## config.mk

```make
export PLATFORM = sky130hd
export DESIGN_NAME = restoring_div_core
export DESIGN_NICKNAME = d
export VERILOG_FILES = /design/src/rtl/restoring_div_core.sv
export SDC_FILE = /design/constraint.sdc
export NUM_CORES = 1
export LEC_CHECK = 0
export BUFFER_PORTS_ARGS = -buffer_cell sky130_fd_sc_hd__buf_2
export CAP_MARGIN = 20
export CORE_UTILIZATION = 58
export CTS_CLUSTER_SIZE = 30
export DETAILED_ROUTE_END_ITERATION = 8
export PLACE_DENSITY = 0.9
export RECOVER_POWER = 100
export SLEW_MARGIN = 20
export SYNTH_ARGS = -nofsm -noshare
export SYNTH_HDL_FRONTEND = slang
export SYNTH_SLANG_ARGS = --single-unit
```

## constraint.sdc

```tcl
create_clock -name clk -period 3.32 [get_ports clk]
set_clock_uncertainty 0.05 [all_clocks]
set_input_delay 0.166 -clock clk [delete_from_list [all_inputs] [get_ports clk]]
set_output_delay 0.166 -clock clk [all_outputs]
set_load 0.005 [all_outputs]
```

## src/rtl/restoring_div_core.sv

```systemverilog
// restoring_div_core: sequential restoring unsigned divider, iterations limited to dividend MSB+1
module restoring_div_core #(
  parameter int BIT = 16,
  parameter int MW = $clog2(BIT)
) (
  input  logic           clk,
  input  logic           rst_n,
  input  logic           start,
  input  logic [BIT-1:0] dividend,
  input  logic [BIT-1:0] divisor,
  input  logic [MW-1:0]  dividend_msb,
  output logic           busy,
  output logic           done,
  output logic [BIT-1:0] quotient,
  output logic [BIT-1:0] remainder,
  output logic           div_by_zero
);
  typedef enum logic [1:0] {IDLE, CALC, DONE} state_t;
  localparam logic [MW:0] BW = (MW+1)'(BIT);
  state_t state;
  logic [BIT-1:0] a, q, d, a_n, q_n;
  logic [MW:0] cnt, k;
  logic [BIT:0] a_sh, t;
  // Partial remainder stays below the divisor, so BIT bits hold it between steps
  always_comb begin
    k = {1'b0, dividend_msb} + (MW+1)'(1);
    a_sh = {a, q[BIT-1]};
    t = a_sh - {1'b0, d};
    a_n = t[BIT] ? a_sh[BIT-1:0] : t[BIT-1:0];
    q_n = {q[BIT-2:0], ~t[BIT]};
  end
  assign busy = state == CALC;
  assign done = state == DONE;
  always_ff @(posedge clk) begin
    if (!rst_n) begin
      state <= IDLE;
      a <= '0;
      q <= '0;
      d <= '0;
      cnt <= '0;
      quotient <= '0;
      remainder <= '0;
      div_by_zero <= 1'b0;
    end else if (state == CALC) begin
      a <= a_n;
      q <= q_n;
      cnt <= cnt - (MW+1)'(1);
      if (cnt == (MW+1)'(1)) begin
        state <= DONE;
        quotient <= q_n;
        remainder <= a_n;
        div_by_zero <= 1'b0;
      end
    end else begin
      state <= !start ? IDLE : (divisor == '0 ? DONE : CALC);
      if (start) begin
        a <= '0;
        q <= dividend << (BW - k);
        d <= divisor;
        cnt <= k;
        if (divisor == '0) begin
          quotient <= '1;
          remainder <= dividend;
          div_by_zero <= 1'b1;
        end
      end
    end
  end
endmodule

```

==> results.py <==
metrics = {
    "worst_setup_path": {
        "cp_num_buf_inv": 2,
        "worst_path_max_delay_cell": "clkbuf_1",
        "crit_path_end_kind": "flop",
        "crit_fanout": 23,
        "cp_common_cell": "mux2i_1",
        "crit_required_ps": 3500,
        "slowest_delay_ps": 760,
        "startpoint_type": "input pin",
        "crit_arrival_ps": 3180,
        "crit_family": "buffers and inverters",
        "cp_cell_sequence": "clkbuf_1 > ha_1 > clkbuf_2 > mux4_2 > mux2i_1 > mux2i_1 > a221oi_1 > nor2_1",
        "crit_type": "input pin to flop",
    },
    "clock_network": {
        "cts_tree": "built",
        "numCtsBuffers": 9,
        "clk_latency_ps": 360,
        "clk_pin_slew_ps": 90,
        "cts_buffer_depth": 2,
        "cts_sinks": 88,
        "htree_levels": 3,
        "postCtsSetupRepairBufs": 0,
        "clock-root-buffer": "clkbuf_8",
    },
    "yosys": {
        "synth_area_sq_um": 5240,
        "synth-main-ff-cell": "dfxtp_1",
        "synth_cell_types": 60,
        "syn_nets": 708,
        "ys_seq_area_share_pct": 33.62,
        "synthArstFlopShare_pct": 0,
        "synth.area.top_cells": "dfxtp_1 (34%), nand2_1 (6.2%), mux4_2 (5.6%), a21oi_1 (5.4%), mux2i_1 (5.3%)",
        "synth_top_area_share_pct": 33.62,
        "ys_seq_elements": 88,
        "synth_edf_count": 0,
        "synth.largest_area_cell": "dfxtp_1",
        "avgSynthCellArea_sq_um": 8.074,
        "synthTopCellsByCount": "dfxtp_1 (88), nand2_1 (86), nor2_1 (68)",
        "netlist_instances": 649,
        "synth_most_common_cell": "dfxtp_1",
        "yosys_warnings": 0,
    },
    "power_and_ir_drop": {
        "ir_drop_mv": 0.6284,
        "swShare_pct": 42.76,
        "power.total_w": 0.004484,
        "clkPwrFrac_pct": 16.6,
        "p_sw_w": 0.001917,
        "internal-power_w": 0.002566,
        "leakage_nw": 2.390,
        "seqPwrFrac_pct": 29.0,
        "p_comb_share_pct": 54.4,
        "p_per_area_nw_per_um2": 763.1,
    },
    "timing": {
        "setup_ws_ps": 328.3,
        "fin_setup_tns_ps": 0,
        "finalHoldViolCount": 0,
        "rsz0062_at_grt": "false",
        "setup_viol": 0,
        "timing.final.crit_share_pct": 90.11,
        "worst-slew-pin-transition_ps": 1305,
        "max_freq_ghz": 0.3343,
        "slew_violations": 0,
        "period_needed_ps": 2992,
        "slew_headroom_pct": 13.01,
    },
    "final_layout": {
        "final_nets": 768,
        "n_antenna_cell": 0,
        "drive_gt1_share_pct": 15.27,
        "utilization_pct": 67.37,
        "area_delta_synth_final_pct": 12.13,
        "fill_cells": 732,
    },
    "placed_design": {
        "port_buffers": 73,
        "gp_congestion": 0.9605,
        "hpwl_um": 10080,
        "dp_slack_ps": 387.1,
    },
    "die": {
        "fp.dieH_um": 97.05,
        "ios": 74,
        "die_w_um": 97.05,
        "rows": 34,
        "core_region_area_sq_um": 8721,
        "initial_core_util_pct": 60.09,
        "dieArea_sq_um": 9419,
    },
    "global_routing": {
        "grt_pass1_vias": 4859,
        "grt_usage_pct": 29.40,
        "overflow": 0,
        "grt_pass1_wl_um": 22470,
        "grt_max_degree": 36,
        "antenna_found_initial": 0,
    },
    "routing": {
        "vias": 5031,
        "drc_errors": 0,
        "wl_um": 13570,
        "drt-initial-drc-count": 257,
        "wl_per_cell_um": 16.51,
        "viasPerCell": 6.120,
        "ant_nets": 0,
        "first_pass_iters": 5,
    },
    "min_path": {
        "min_path_type": "input pin to flop",
    },
    "outcome": {
        "outcome": "completed",
    },
    "flow_run": {
        "drv_cap": 0,
    },
}
## power groups by stage
| stage | combinational (W) | clock (W) | sequential (W) |
|---|---|---|---|
| floorplan | 0.00216 | 0 | 0.00128 |
| global placement | 0.00231 | 0 | 0.00132 |
| detailed placement | 0.00240 | 0 | 0.00132 |
| CTS | 0.00241 | 0.000749 | 0.00130 |
| global route | 0.00267 | 0.000788 | 0.00132 |
| finish | 0.00244 | 0.000744 | 0.00130 |
## registers in the layout, summed over array words and instances (netlist names)
| register | flops |
|---|---|
| d | 16 |
| q | 16 |
| quotient | 16 |
| state | 2 |
| div_by_zero | 1 |
| remainder | 16 |
| cnt | 5 |
| a | 16 |
## stage by stage
step | cells | hold slack [ps] | area [sq um]
after floorplan | 649 | 252.0 | 5240
after global placement | 796 | 366.1 | 5612
after detailed placement | 796 | 373.5 | 5612
after CTS | 821 | 0.9843 | 5891
after global routing | 822 | 9.276 | 5876
final | 822 | 4.936 | 5876
## layer usage
| metal | vias to the layer above | wire length [um] | GRT usage (%) |
|---|---|---|---|
| met5 | - | 0 | 0 |
| met4 | 0 | 248 | 10.91 |
| met3 | 26 | 772 | 4.604 |
| met2 | 186 | 7027 | 53.85 |
| met1 | 2372 | 5522 | 34.38 |
| li1 | 2447 | - | - |
## cells by family after synthesis
family	after synthesis	synth area share, %
xor+xnor	17	2.842
flops	88	33.62
fa+ha+maj	20	4.919
simple gates	237	20.49
mux	47	12.23
buf+inv	71	5.802
compound gates	169	20.11
## worst paths after layout
| path | depth (start not counted) | slack, ps | startpoint | to |
|---|---|---|---|---|
| setup / recovery | 8 | 330 | dividend_msb[0] | q[15] |
| setup reg to reg | 6 | 330 | state[1] | remainder[6] |
| hold / removal | 3 | 5 | divisor[2] | d[2] |
| hold reg to reg | 2 | 410 | d[6] | d[6] |
## final cells by class
type | count | area, sq um | area share (%)
repair buffers | 92 | 504.2 | 8.582
inverters | 28 | 105.1 | 1.789
well taps | 108 | 135.1 | 2.300
multi-input cells | 490 | 3181 | 54.13
clock inverters | 5 | 57.56 | 0.9796
clock buffers | 11 | 131.4 | 2.236
flip-flops and latches | 88 | 1762 | 29.98
## cells in the final DEF (no fill, tap or decap), drive strengths merged, types with 9 or more instances in the layout
cell	instances
dfxtp	88
nand2	86
nor2	68
buf	67
a21oi	58
o21ai	44
nor3	36
mux2i	28
inv	28
clkbuf	26
ha	19
mux4	13
o22ai	11
dlygate4sd3	10
nand2b	9
xnor2	9
## worst reg2reg max path, delay by kind of cell (launching register included)
| family | cells | cell delay, ps |
|---|---|---|
| AO/OA/AOI/OAI | 1 | 230 |
| buffers and inverters | 2 | 1360 |
| flip-flops | 1 | 330 |
| AND/OR/NAND/NOR | 3 | 930 |
## timing repair
action,4_1_cts,5_1_grt
gates resized for setup,0,0
hold buffers,9,1
hold endpoints to repair,9,1
(Power assumes the default switching activity.)
